<file path="src/rtl/dct_block_sequencer.sv">
// Streams 8x8 pixel blocks MEM_IN -> 2D-DCT -> MEM_OUT, one row per cycle, with a cap on in-flight blocks.
// Optional watchdog (timeout_err port) is built only when DCT_SEQ_TIMEOUT_EN is defined.
module dct_block_sequencer #(
    parameter int ADDR_W          = 15,
    parameter int IN_W            = 64,
    parameter int OUT_W           = 80,
    parameter int NUM_BLOCKS      = 4096,
    parameter int MAX_OUTSTANDING = 4,
    parameter int TIMEOUT_CYC     = 256
) (
    input  logic              clk,
    input  logic              reset,
    input  logic              start,
    output logic              mem_in_rd_en,
    output logic [ADDR_W-1:0] mem_in_addr,
    input  logic [IN_W-1:0]   mem_in_rdata,
    input  logic              dct_in_ready,
    output logic              dct_in_valid,
    output logic [IN_W-1:0]   dct_in_data,
    output logic              dct_in_sob,
    output logic              dct_in_eob,
    input  logic              dct_out_valid,
    input  logic [OUT_W-1:0]  dct_out_data,
    output logic              mem_out_wr_en,
    output logic [ADDR_W-1:0] mem_out_addr,
    output logic [OUT_W-1:0]  mem_out_wdata,
    output logic              busy,
    output logic              done,
    output logic              overflow_err
`ifdef DCT_SEQ_TIMEOUT_EN
    ,
    output logic              timeout_err
`endif
);

    localparam int CNT_W  = ADDR_W + 1;
    localparam int BLK_W  = ADDR_W - 2;
    localparam int STAGES = 1;

    localparam logic [CNT_W-1:0] TOTAL_C = CNT_W'(NUM_BLOCKS * 8);
    localparam logic [BLK_W-1:0] MAX_C   = BLK_W'(MAX_OUTSTANDING);

    localparam logic [1:0] S_IDLE  = 2'd0;
    localparam logic [1:0] S_RUN   = 2'd1;
    localparam logic [1:0] S_DRAIN = 2'd2;
    localparam logic [1:0] S_DONE  = 2'd3;

    if (MAX_OUTSTANDING < 1) begin : g_bad_outstanding
        $error("MAX_OUTSTANDING must be at least 1");
    end
    if (TIMEOUT_CYC < 2) begin : g_bad_timeout
        $error("TIMEOUT_CYC must be at least 2");
    end

    logic [1:0]        state;
    logic [CNT_W-1:0]  rd_cnt;
    logic [CNT_W-1:0]  wr_cnt;
    logic [BLK_W-1:0]  rd_blk;
    logic [BLK_W-1:0]  wr_blk;
    logic [BLK_W-1:0]  blk_diff;
    logic [STAGES-1:0] vld_pipe;
    logic              issue;
    logic              accept;
    logic              restart;
    logic              active;

    assign active   = (state == S_RUN) || (state == S_DRAIN);
    assign blk_diff = rd_blk - wr_blk;
    assign restart  = start && ((state == S_IDLE) || (state == S_DONE));

    // rd_blk only counts fully issued blocks, so a partially read block never blocks itself.
    assign issue  = (state == S_RUN) && (rd_cnt < TOTAL_C) && dct_in_ready && (blk_diff < MAX_C);
    assign accept = dct_out_valid && active && (wr_cnt < TOTAL_C);

    assign mem_in_rd_en = issue;
    assign mem_in_addr  = rd_cnt[ADDR_W-1:0];

    // SRAM data lands one cycle after the strobe, aligned with the registered valid.
    assign dct_in_valid = vld_pipe[STAGES-1];
    assign dct_in_data  = dct_in_valid ? mem_in_rdata : '0;

    assign busy = active;
    assign done = (state == S_DONE);

`ifdef DCT_SEQ_TIMEOUT_EN
    localparam int WD_W = $clog2(TIMEOUT_CYC + 1);

    logic [WD_W-1:0] wd_cnt;
    logic            wd_hit;
    logic            expecting;

    assign expecting = active && (wr_blk < rd_blk);
    assign wd_hit    = (wd_cnt == WD_W'(TIMEOUT_CYC));

    always_ff @(posedge clk) begin
        if (!reset) begin
            wd_cnt      <= '0;
            timeout_err <= 1'b0;
        end else begin
            if (restart || dct_out_valid || wd_hit) begin
                wd_cnt <= '0;
            end else if (expecting) begin
                wd_cnt <= wd_cnt + 1'b1;
            end
            if (wd_hit) begin
                timeout_err <= 1'b1;
            end
        end
    end
`endif

    always_ff @(posedge clk) begin
        if (!reset) begin
            state         <= S_IDLE;
            rd_cnt        <= '0;
            wr_cnt        <= '0;
            rd_blk        <= '0;
            wr_blk        <= '0;
            vld_pipe      <= '0;
            dct_in_sob    <= 1'b0;
            dct_in_eob    <= 1'b0;
            mem_out_wr_en <= 1'b0;
            mem_out_addr  <= '0;
            mem_out_wdata <= '0;
            overflow_err  <= 1'b0;
        end else begin
            case (state)
                S_IDLE:  if (start) state <= S_RUN;
                S_RUN:   if (rd_cnt == TOTAL_C) state <= S_DRAIN;
                S_DRAIN: if ((wr_cnt == TOTAL_C) && !mem_out_wr_en) state <= S_DONE;
                S_DONE:  if (start) state <= S_RUN;
                default: state <= S_IDLE;
            endcase
`ifdef DCT_SEQ_TIMEOUT_EN
            if (wd_hit) begin
                state <= S_DONE;
            end
`endif

            if (restart) begin
                rd_cnt <= '0;
                wr_cnt <= '0;
                rd_blk <= '0;
                wr_blk <= '0;
            end else begin
                if (issue) begin
                    rd_cnt <= rd_cnt + 1'b1;
                    if (rd_cnt[2:0] == 3'd7) rd_blk <= rd_blk + 1'b1;
                end
                if (accept) begin
                    wr_cnt <= wr_cnt + 1'b1;
                    if (wr_cnt[2:0] == 3'd7) wr_blk <= wr_blk + 1'b1;
                end
            end

            vld_pipe[0] <= issue;
            dct_in_sob  <= issue && (rd_cnt[2:0] == 3'd0);
            dct_in_eob  <= issue && (rd_cnt[2:0] == 3'd7);

            mem_out_wr_en <= accept;
            if (accept) begin
                mem_out_addr  <= wr_cnt[ADDR_W-1:0];
                mem_out_wdata <= dct_out_data;
            end

            // A result row nobody asked for is dropped and remembered until reset.
            if (dct_out_valid && !accept) begin
                overflow_err <= 1'b1;
            end
        end
    end

endmodule

</file>
<file path="config.mk">
export PLATFORM = sky130hd
export DESIGN_NAME = dct_block_sequencer
export DESIGN_NICKNAME = d
export VERILOG_FILES = /design/src/rtl/dct_block_sequencer.sv
export SDC_FILE = /design/constraint.sdc
export NUM_CORES = 1
export LEC_CHECK = 0
export CAP_MARGIN = 5
export CORE_UTILIZATION = 25
export DETAILED_ROUTE_END_ITERATION = 12
export PLACE_DENSITY = 0.51
export RECOVER_POWER = 100
export SKIP_CTS_REPAIR_TIMING = 1
export SYNTH_ARGS = -nofsm -noshare
export SYNTH_HDL_FRONTEND = slang
export SYNTH_SLANG_ARGS = --single-unit
</file>
<file path="constraint.sdc">
create_clock -name clk -period 4.5 [get_ports clk]
set_clock_uncertainty 0.2 [all_clocks]
set_input_delay 1.35 -clock clk [delete_from_list [all_inputs] [get_ports clk]]
set_output_delay 1.35 -clock clk [all_outputs]
set_load 0.01 [all_outputs]
</file>
Yosys cells after proc, flatten, opt, wreduce, memory -nomap -nowiden
Index checks and enable logic that the tools add are counted.
{ "totals": {"output_inout_bits": 182, "register_bits": 160, "elab_cells": 57} }
{ "classes": {"add_sub_neg": 5, "n_lt_le_gt_ge": 3, "n_reduce_logical": 21, "n_mux": 5, "eq_ne": 10, "bitwise": 1} }
{ "op_table": {"columns": ["op", "count"], "rows": [
  ["$mux W64", 1],
  ["$add A16 B1 Y16 const B", 2],
  ["$eq A16 B16 Y1 const B", 2],
  ["$lt A16 B16 Y1 const B", 2],
  ["$add A13 B1 Y13 const B", 2],
  ["$lt A13 B3 Y1 const B", 1],
  ["$sub A13 B13 Y13", 1],
  ["$logic_and A1 B1 Y1", 10],
  ["$eq A3 B3 Y1 const B", 2],
  ["$mux W2", 3],
  ["$ne A2 B1 Y1 const B", 3],
  ["$pmux W2 S3", 1],
  ["$eq A2 B2 Y1 const B", 2],
  ["$reduce_and A2 Y1", 2],
  ["$reduce_or A2 Y1", 2],
  ["$logic_not A3 Y1", 1],
  ["$reduce_and A3 Y1", 1],
  ["$eq A2 B1 Y1 const B", 1],
  ["$logic_not A1 Y1", 2],
  ["$logic_not A2 Y1", 1],
  ["$logic_or A1 B1 Y1", 2],
  ["$not A1 Y1", 1]
]} }

Longest topological paths before layout
Gate-level depths: netlist of the first run.
{ "logic_depth": {"word_depth": 6, "depth_mapped": 13, "mapped_depth_nobuf": 11} }

Least setup slack after synthesis of the first run
Ideal clock, no wire load.
{ "synth_path": {"path_kind": "input-to-output", "from": "in dct_in_ready", "to": "out mem_in_rd_en", "setup_slack_ps": -103, "arrival_ps": 3053, "path_stages": 7, "path_buffers": 1, "path_cell_list": "nand3_1 -> nor3_1 -> nand4_1 -> or4_1 -> or4_4 -> clkbuf_1 -> inv_1"} }
{ "synth_via": {"elab_chain_cells": 2} }
{ "synth_rtl": {"columns": ["item", "line_no", "source"], "rows": [
  ["start, declared", "17", "input logic dct_in_ready,"],
  ["$logic_and A1 B1 Y1 (2 in series)", "72", "assign issue = (state == S_RUN) && (rd_cnt < TOTAL_C) && dct_in_ready && (blk_diff < MAX_C);"],
  ["end, declared", "14", "output logic mem_in_rd_en,"]
]} }
No other way between the ends.

Worst setup path after layout of the first run
{ "layout_path": {"from": "reg wr_blk[5]", "to": "out mem_in_rd_en"} }
{ "layout_via": {"elab_chain_cells": 3} }
{ "layout_rtl": {"columns": ["item", "line_no", "source"], "rows": [
  ["start, declared", "59", "logic [BLK_W-1:0] wr_blk;"],
  ["start signal, assigned", "152", "if (wr_cnt[2:0] == 3'd7) wr_blk <= wr_blk + 1'b1;"],
  ["$sub A13 B13 Y13", "68", "assign blk_diff = rd_blk - wr_blk;"],
  ["$lt A13 B3 Y1", "72", null],
  ["$logic_and A1 B1 Y1", "72", null]
]} }
No other way between the ends.

==> results of run 1 <==
[cells in the final DEF, fill, tap and decap left out, types with 17 or more instances in the layout]
master,count
o21ai_0,18
nand4_1,18
a21oi_1,129
clkdlybuf4s50_1,214
nand3_1,19
buf_4,53
nand2_1,225
nor2_1,45
dlygate4sd3_1,114
xnor2_1,22
and2_1,68
dfxtp_1,157
inv_1,24
clkbuf_16,17
[flip-flops by register name, indices dropped and copies added, names as in the netlist]
signal and flops:
mem_out_wdata 80, rd_cnt 16, wr_cnt 16, mem_out_addr 15, rd_blk 13, wr_blk 13
state 2, dct_in_eob 1, dct_in_sob 1, dct_in_valid 1, mem_out_wr_en 1, overflow_err 1
[Yosys cell counts, types with 7 or more instances]
cell | instances | area, sq um
clkbuf_1 | 53 | 199
nand3_1 | 21 | 105
o31ai_1 | 7 | 52.6
nand2_1 | 226 | 848
o21ai_0 | 18 | 90.1
and3_1 | 9 | 56.3
or3_1 | 13 | 81.3
inv_1 | 27 | 101
xor2_1 | 10 | 87.6
and2_1 | 68 | 425
or4_1 | 10 | 75.1
nor3_1 | 10 | 50.1
xnor2_1 | 23 | 201
dfxtp_1 | 160 | 3200
nor2_1 | 45 | 169
a21oi_1 | 130 | 651
buf_4 | 15 | 113
ha_1 | 23 | 288
nand2b_1 | 9 | 56.3
nand4_1 | 18 | 113
nor4_1 | 7 | 43.8
[cell type report]
type | instances | area [sq um]
clock buffer | 17 | 425
multi-input combinational | 695 | 3970
inverter | 27 | 105
fill | 2936 | 16800
tap | 384 | 480
timing repair buffer | 387 | 3750
clock inverter | 15 | 163
sequential | 160 | 3210
[metrics by stage]
step                TNS [ps]  setup slack, ps  power [uW]  cell area [sq um]  utilization [%]
floorplan                  0             8.01        2440               7430                -
global placement       -1120             -971        3220              11300             39.2
detailed placement     -1310             -980        3230              11300             39.2
CTS                     -994             -994        4700              11900             41.2
global route            -223             -223        4830              12100             41.8
finish                  -126             -126        4550              12100             41.8
[where the power goes]
part | switching, uW | internal, uW
combinational | 824 | 606
clock | 702 | 747
sequential | 82.8 | 1590
[metal layers]
layer	up-vias	track usage, %	wire, microns	share of wire [%]
met5	-	0	0	0
met4	0	3.58	221	0.88
met2	277	27.3	11900	48
met3	13	5.49	2080	8.3
li1	3853	-	-	-
met1	3477	18.8	10900	43
[worst min-delay path by stage]
stage	start	endpoint	slack, ps	cells past startpoint
floorplan	rd_cnt[15]	rd_cnt[15]	250	2
global placement	mem_out_wdata[6]	mem_out_wdata[6]	240	2
detailed placement	mem_out_wdata[35]	mem_out_wdata[35]	250	2
CTS	mem_out_wdata[50]	mem_out_wdata[50]	260	2
global route	mem_out_addr[6]	mem_out_addr[6]	270	2
finish	mem_out_wdata[24]	mem_out_wdata[24]	250	2
[logic make-up (layout without fill, tap and decap cells)]
| kind of cell | after synthesis | in the layout | synth area share, % |
|---|---|---|---|
| AO/OA/AOI/OAI | 186 | 186 | 13.9 |
| XOR/XNOR | 33 | 33 | 3.90 |
| adder cells (fa/ha/maj) | 23 | 23 | 3.88 |
| buffers and inverters | 97 | 446 | 5.69 |
| flip-flops | 160 | 160 | 43.2 |
| multiplexers | 4 | 4 | 0.540 |
| AND/OR/NAND/NOR | 449 | 449 | 28.9 |
[worst max-delay path: stages, from the launching register on]
cell and delay, ps:
dfxtp_2 340, inv_2 40, ha_4 250, buf_4 140
a21oi_2 140, o211ai_1 150, and2_1 200, xor2_1 160
or4_4 540, or4_4 530, inv_4 80, buf_6 90
==> results.txt, run 1 <==
* Outcome: complete, but fails checks
- The checks that failed: negative setup slack.
- Floorplan Core Area: just under 30000 sq um
- Num rows: a little over 60
* Worst min path class: flop to flop
* Die span in y: 174 microns
- Antenna cell count: 0
- Type of the worst setup path: flop to output port
* Hold Worst Slack: about 250 ps
- Based on the critical path, the design can be clocked at up to around 0.22 GHz.
- Measured in cells, the most critical reg-to-reg path has a length of 12.
- Clk Latency, worst-skew pair: between 400 and 500 ps
* Via/cell ratio: between 4 and 5
- For this run, the number of standard cells in the final layout without fillers is 1685.
- Counting every instance in the synthesized netlist gives between 900 and 1000.
- Level count of the clock H-tree: 4
- After layout, the minimum clock period comes to 4630 ps.
- Worst setup endpoint: mem_in_rd_en
* WP data required: a little under 3000 ps
* Worst slew margin relative to its limit: a little under a fifth
- Number of DRC violations after detailed routing: 0
- Number of buffers between clock root and the deepest sink: 2
- Wire length of the first global-routing pass: 38300 microns
- Power per unit of standard cell area: between 300 and 400 nW/um^2
* Worst IR Drop VDD: around 0.25 mV
- Post-detailed-routing wire length: 25100 microns
* Number of clock sinks: 160
* Critical path capture point type: output port
- Unrepaired setup endpoints after global routing: yes
- TritonCTS built the clock tree.
- The final max-slew violation count is 0.
- In this run, the number of DRC markers left after iteration 0 of detailed routing was 402.
- Leakage: around 0.0047 uW
* Initial antenna violation count: 0
- Once the floorplan was initialized, standard cells occupied between 20% and 30% of the core.
- Max-cap violations: 0
- The die covers 30400 sq um.
* Total of buffers placed on input and output ports: 330
- For this run, the post-layout net count is 1460.
- Number of buffers created by CTS: 17
* Wirelength per Cell: 14.9 microns
- In this run the critical register-to-register path is captured at rd_blk[9].
* Share of the cycle needed by the critical path after routing: 103%
- Biggest fanout along the worst timing path: 4
* Number of setup violations in the final report: 1
- Overall overflow remaining after global route: 0
- At the pin with the least slew margin, the transition time is about 1200 ps.
* Avg Synthesized Cell Area: ~7.8 sq um
- Routed via count: roughly 7600
- Distinct cells, synth: 52
- Number of iterations in the first detailed-routing pass: 6
* Horizontal die dimension: approximately 170 microns
- Remaining antenna violation count after routing: 0
- In the final layout, the share of cells above drive strength 1 is between 9 and 10%.
- Layout Area Growth over Synthesis: 63.2%
- Proportion of synthesized chip area in sequential cells: between 40% and 50%
- For the worst setup path, the data arrival time is 3080 ps.
* Post-Syn Nets: roughly 1100
- Worst reg-to-reg setup slack: about 780 ps
- At the end of routability-driven placement, the weighted congestion stood at about 0.80.
- Clock Root Buffer: clkbuf_16
- DP Wirelength: between 15000 and 20000 microns
- Number of warning messages in the yosys log: 0
* Worst setup path startpoint: wr_blk[5]
- Flip-flop and latch count after synthesis: 160
- Boundary pin count: between 300 and 400
* Largest net degree at the start of global routing: 102
- The hold violation count in the final report came to 0.
- For this run, asynchronously set or reset flops after synthesis account for 0%.
- In this run, synthesis inferred 0 flip-flops with an integrated enable.
- The number of global-route vias before repair came to about 7100.
- Worst reg2reg path startpoint: wr_blk[5]
- Most frequently used flop master after synthesis: dfxtp_1
- After clock tree synthesis, the clock-pin slew on the worst setup and hold paths is around 70 ps.
* Post-synth design cell area: about 7400 sq um
- Placed cells: about 1700
- Across every metal layer, demand over resource in global routing totals roughly 16%.
* CP Launch Type: flop
- Worst Setup Slack, final: -126 ps
Note: power is estimated with default switching activity, not from simulation.
==> inputs of run 2 (changes only) <==
- CORE_MARGIN: not set -> 5
- MAX_ROUTING_LAYER: not set -> met4
==> run 2 against run 1 <==
Effect of this change:
- the run ends with max-capacitance violations, max-slew violations, negative setup slack left
- register-to-register slack improved by 80 ps
- die area rose by 9.4%
- critical path depth fell by 3
- worst setup slack improved by 19 ps
- design area fell by 0.46%
- largest cell class unchanged
==> results.txt, run 2 (synthesized netlist as in run 1, its figures left out) <==
- Biggest register: mem_out_wdata
* Level count of the clock H-tree: 4
* Hold worst-path end: mem_out_addr[8]
- The final reports fail on max-capacitance violations, max-slew violations, negative setup slack.
- Worst slew margin relative to its limit: -54.2%
* TritonCTS clock tree: done
- The first global-routing pass estimated between 30000 and 40000 microns of wire.
* Critical path capture point type: output port
- CP cell instances: buf_8 -> nand3_2 -> nor3_2 -> nand4_1 -> or4_4 -> or4_4 -> inv_4 -> buf_6
- Final hold vios: 0
- Compared with the post-synthesis result, the final layout area differs by 62.4%.
- Overall fraction of global-route tracks in use: about 15%
* Worst hold path cell count: 2
* Number of buffers created by CTS: 17
* Overall overflow remaining after global route: 0
- In this run the static leakage power is 0.00461 uW.
- Worst Setup Slack, final: -107 ps
* Clk Latency, worst-skew pair: 430 ps
* Worst setup path startpoint: dct_in_ready
- For this configuration, the core starts out at a cell density of 25.2%.
- Largest net degree at the start of global routing: approximately 100
* Final cell count without fillers: between 1500 and 2000
- Worst stage delay on the critical path: approximately 570 ps
* Boundary pin count: approximately 330
* Pins over their slew limit: between 100 and 150
- Final weighted congestion in routability-driven placement: ~0.82
- Summed over all layers, the routed wires come to between 20000 and 25000 microns.
- Worst min path class: flop to flop
- Total placed instance area: ~11000 sq um
- The library cell used most frequently in the layout, excluding fill and tap cells, is nand2_1.
- Capture instance of the worst register-to-register path: rd_blk[7]
- Power spread over the standard cell area amounts to around 380 nW/um^2.
* WP data required: just under 3000 ps
- Routed via count: 7567
- Top Registers: mem_out_wdata x80, rd_cnt x16, wr_cnt x16
- In this run the standard cell core region covers 29500 sq um.
- The register with the most flip-flops in the layout has 80 of them.
* Fmax: between 0.2 and 0.25 GHz
* Num rows: 63
- Across all register-to-register paths, the minimum setup slack is 860 ps.
- The number of global-route vias before repair came to 7294.
- The startpoint identified for the worst register-to-register timing path is wr_blk[5].
* Number of clock sinks: 160
- Start point of the worst min-delay path: mem_out_addr[8]
- In the final design database the tool counted between 1000 and 1500 nets.
- In this run the remaining antenna-violating nets after routing total 0.
- Initial antenna violation count: 0
- Setup violations remaining at the end of the flow were counted as 1.
- In this run, the number of DRC markers left after iteration 0 of detailed routing was about 390.
* Horizontal die dimension: roughly 180 microns
- Final Cell Area: roughly 12000 sq um
- Outcome: complete, but fails checks
* Clk slew on worst S/H paths: 60 ps
- Final critical delay including setup and external delays: 4610 ps
- Most frequent cells in the layout: 225 x nand2_1, 213 x clkdlybuf4s50_1, 158 x dfxtp_1
* DP Wirelength: ~18000 microns
- Antenna cell count: 0
- After detailed routing, the average wire length per cell comes to roughly 15 microns.
- Die span in y: between 150 and 200 microns
- The pre-antenna-repair detailed-routing pass consisted of 4 iterations.
- Fill cell instance count of the final layout: slightly below 3000
- The slowest stage of the critical path belongs to the cell or4_4.
* Worst IR Drop VDD: 0.256 mV
- In this run the worst path has a maximum fanout of 2.
- Unrepaired setup endpoints after global routing: yes
* Accumulated negative setup slack: -107 ps
- CP Launch Type: input port
- Dividing the detail-routed via count by the number of cells gives about 4.5.
- At the placement stage, the worst setup path has a slack of -994 ps.
* Most frequent CP cell: or4_4
* Number of DRC violations after detailed routing: 0
- Max-cap violations in this run came to 1.
* Slew at the pin closest to its max-slew limit: approximately 2300 ps
- Reg2Reg Depth: 11
- Type of the worst setup path: input port to output port
- STA puts the critical path data arrival time at just over 3000 ps.
- In this run the clock root is driven by a clkbuf_16.
- Number of buffers between clock root and the deepest sink: 2
* Total of buffers placed on input and output ports: 330
- The worst path uses 102% of the clock period.
* Placed cells: 1658
- Of the cells placed in the final design, the portion with a size suffix greater than 1 is under 10%.
- Die outline area: around 33000 sq um
-- run 2: cell count changes in the layout (fill, tap and decap cells not counted), sizes merged, moves of 2 or more --
cell / delta
inv: -5
clkinvlp: +4
bufinv: +2
clkinv: -2
clkbuf: +2
-- run 2: worst max-delay path by stage --
stage | end | slack, ps | cells past startpoint
2_1_floorplan | mem_in_rd_en | 8 | 7
3_3_place_gp | mem_in_rd_en | -990 | 8
3_5_place_dp | mem_in_rd_en | -990 | 8
4_1_cts | mem_in_rd_en | -1010 | 8
5_1_grt | mem_in_rd_en | -190 | 8
6_report | mem_in_rd_en | -110 | 8
-- run 2: worst max-delay path, delay by kind of cell --
kind                   cells  cell delay [ps]
AND/OR/NAND/NOR            5             1460
buffers and inverters      3              240
-- run 2: layer usage --
layer	track usage, %	up-vias	part of all wire [%]
met1	17.7	3402	44
met5	-	-	0
li1	-	3862	-
met3	5.20	20	9.3
met2	23.4	283	46
met4	3.33	0	0.91
-- run 2: layout make-up --
| type | instances | area, sq um | share of cell area (%) |
|---|---|---|---|
| Multi-Input combinational cell | 695 | 3900 | 32.4 |
| Timing Repair Buffer | 386 | 3730 | 31.0 |
| Sequential cell | 160 | 3210 | 26.6 |
| Tap cell | 390 | 488 | 4.05 |
| Clock buffer | 18 | 439 | 3.65 |
| Clock inverter | 14 | 173 | 1.43 |
| Inverter | 27 | 105 | 0.873 |
-- run 2: metrics by stage --
step / utilization (%) / power, uW / hold slack, ps
after floorplan: - / 2440 / 252
after global placement: 38.5 / 3230 / 240
after detailed placement: 38.5 / 3230 / 248
after CTS: 40.6 / 4760 / 256
after global routing: 40.8 / 4910 / 268
final: 40.8 / 4600 / 249
-- run 2: power by group --
part,switching [uW],internal (uW)
Sequential,83.6,1590
Combinational,823,612
Clock,646,851
Total,1550,3050
==> inputs of run 3 (changes only) <==
- ABC_AREA: not set -> 1
- CORE_UTILIZATION: 25 -> 39
- PLACE_DENSITY: 0.51 -> 0.74
==> run 3 against run 2 <==
Effect of this change:
- the flow finishes with violations (max-capacitance violations, max-slew violations)
- via count grew 13%
- power grew 15%
- worst hold slack gained 22 ps
- critical path depth shrank 4
- utilization grew 18 points
- register-to-register slack gained 140 ps
- routed wire length grew 2.0%
- final cell count grew 5.4%
- flip-flop and latch count is the same
- sequential share of layout area grew 0.089 points
- critical path type unchanged
- largest cell class unchanged
==> results.txt, run 3 <==
- The flow ran to the end, but the final reports show violations.
- In this run, the number of DRC markers left after iteration 0 of detailed routing was between 300 and 400.
* Biggest fanout along the worst timing path: 1
- In the synthesized netlist the async set-or-reset flop fraction comes to 0%.
- The register with the most flip-flops in the layout has 80 of them.
* Remaining antenna violation count after routing: 0
- Level count of the clock H-tree: 4
* Final hold vios: 0
* Number of buffers created by CTS: 17
* Die span in y: 153 microns
- Biggest area consumer among synthesized cells: dfxtp_1
* Boundary pin count: 331
- Worst reg-to-reg setup slack: 1000 ps
- Total of buffers placed on input and output ports: 330
* Number of DRC violations after detailed routing: 0
- Worst setup path startpoint: mem_in_rdata[24]
* Most frequent cells in the layout: 218 x nor2_1, 209 x nand2_1, 182 x inv_1, 182 x dlygate4sd3_1, 159 x dfxtp_1
- Dividing the detail-routed via count by the number of cells gives 4.80.
* Horizontal die dimension: 153 microns
* Most instantiated library cell after synthesis: nor2_1
- Top cell types by occurrence after synthesis: 218 x nor2_1, 207 x nand2_1, 182 x inv_1
* Final Cell Area: between 10000 and 15000 sq um
- Number of setup violations in the final report: 0
- After synthesis the cells add up to about 8000 sq um.
- Routed via count: ~8600
* Pins over their slew limit: approximately 180
- Counting every sink on the clock net gives 160.
- Total placed instance area: approximately 11000 sq um
- Reg2Reg Depth: 15
- Most frequently used flop master after synthesis: dfxtp_1
* TritonCTS clock tree: done
- Hold Worst Slack: about 270 ps
* Area share of the leading cell type in the synthesized netlist: 39.9%
- Before antenna repair, the detailed router went through 6 iterations.
- mem_out_wdata holds more flip-flops than any other register.
- Worst endpoint data arrival time: between 2000 and 3000 ps
* Worst reg2reg path startpoint: wr_blk[6]
- WP data required: roughly 3000 ps
- Clk Latency, worst-skew pair: between 400 and 500 ps
- Worst setup endpoint: dct_in_data[24]
- The synthesized design contains 160 register bits.
- Clk slew on worst S/H paths: approximately 60 ps
- Post-detailed-routing wire length: about 25000 microns
* Initial core utilization: about two fifths
* Fmax: 0.237 GHz
- The largest registers in the layout are mem_out_wdata x80, rd_cnt x16, wr_cnt x16.
- Layout Area Growth over Synthesis: 49.5%
- Slew at the pin closest to its max-slew limit: between 1500 and 2000 ps
* Distinct cells, synth: 38
- For the finished layout, the period the worst path requires is 4220 ps.
- Worst slew margin relative to its limit: -18.0%
- The core region is 20200 sq um.
- Post-Syn Nets: 1375
- STA classifies the critical path endpoint as an output port.
* Final weighted congestion in routability-driven placement: between 0.9 and 1
- Wirelength per Cell: between 10 and 15 microns
* Max-cap violations: 2
* Wire length of the first global-routing pass: just over 40000 microns
* Type of the worst setup path: input port to output port
* Proportion of synthesized chip area in sequential cells: ~40%
- Overall fraction of global-route tracks in use: a little over a fifth
- Initial antenna violation count: 1
- Power per unit of standard cell area: between 400 and 500 nW/um^2
- Setup repair after global routing left no endpoint under its margin.
- The worst register-to-register path ends at rd_cnt[14].
* Leading cell type in the layout, fill and taps excluded: nor2_1
- Largest net degree at the start of global routing: 95
- After routing, the total negative slack on setup checks comes to 0 ps.
- Avg Synthesized Cell Area: ~6.7 sq um
- Clock Root Buffer: clkbuf_16
- Detailed placement ended at an HPWL of 19000 microns.
- The number of global-route vias before repair was around 8300.
- Failing checks: max-capacitance violations, max-slew violations
- For this run, the number of Yosys warnings is 0.
- Leakage: 0.00590 uW
- Number of synthesized flops with an enable pin: 0
* Worst IR Drop VDD: 0.264 mV
* Cell types occupying the most area after synthesis: dfxtp_1 40%, nor2_1 10%, nand2_1 9.7%
* Die outline area: about 24000 sq um
- Share of layout cells above drive strength 1: about 4.8%
* CP Launch Type: input port
- Global routing finished with a remaining overflow of 0.
- Post-Synthesis Cells: roughly 1200
* Number of buffers between clock root and the deepest sink: 2
* Net count reported at finish: ~1700
- The layout has between 1500 and 2000 filler cells.
* Num rows: between 50 and 60
- Share of the cycle needed by the critical path after routing: 93.8%
- Worst min path class: flop to flop
==> run 3: cells by family (layout without fill, tap and decap cells) <==
group | after synthesis | in the layout | share of synthesized area (%)
XOR/XNOR | 9 | 9 | 0.982
AO/OA/AOI/OAI | 175 | 175 | 11.2
adder cells (fa/ha/maj) | 23 | 23 | 3.59
flip-flops | 160 | 160 | 39.9
AND/OR/NAND/NOR | 580 | 580 | 31.3
other | 0 | 1 | 0
buffers and inverters | 256 | 564 | 13.0
==> run 3: through the flow <==
| stage | utilization, % | cells | setup WS (ps) | power, uW |
|---|---|---|---|---|
| global placement | 56.4 | 1749 | -236 | 3950 |
| finish | 59.3 | 1782 | 280 | 5280 |
| global route | 59.3 | 1782 | 105 | 5610 |
| floorplan | - | 1203 | 694 | 2820 |
| CTS | 59.5 | 1781 | -249 | 5510 |
| detailed placement | 56.4 | 1749 | -239 | 3980 |
==> run 3: how the worst min path moves through the flow <==
stage | slack [ps] | start | end | cells after the start
6_report | 270 | overflow_err | overflow_err | 2
5_1_grt | 310 | wr_blk[10] | wr_blk[10] | 2
4_1_cts | 290 | overflow_err | overflow_err | 2
3_5_place_dp | 270 | overflow_err | overflow_err | 2
3_3_place_gp | 250 | overflow_err | overflow_err | 2
2_1_floorplan | 250 | wr_blk[10] | wr_blk[10] | 2
==> run 3: power breakdown <==
part	total (uW)	switching, uW	internal (uW)
clock	1510	658	848
combinational	1820	978	846
sequential	1950	177	1770
==> run 3: area by class of cell <==
class	count	area [sq um]	share of cell area (%)
inverter	190	713	5.94
clock inverter	15	193	1.61
multi-input combinational	787	3750	31.3
sequential	160	3200	26.7
tap	270	338	2.82
clock buffer	17	425	3.55
timing repair buffer	342	3370	28.1
antenna	1	2.50	0.0209
==> run 3: critical path: stages <==
cell             delay [ps]
dlygate4sd3_1           630
nand2_1                  80
inv_1                    90
clkdlybuf4s50_1         530
==> run 3: metal layers <==
metal	global-route usage, %	share of wire [%]	vias up	routed length (microns)
li1	-	-	4374	-
met1	23.6	40	3816	10200
met2	36.4	49	340	12300
met3	7.01	9.5	25	2390
met4	5.85	1.5	0	367
met5	-	0	-	0
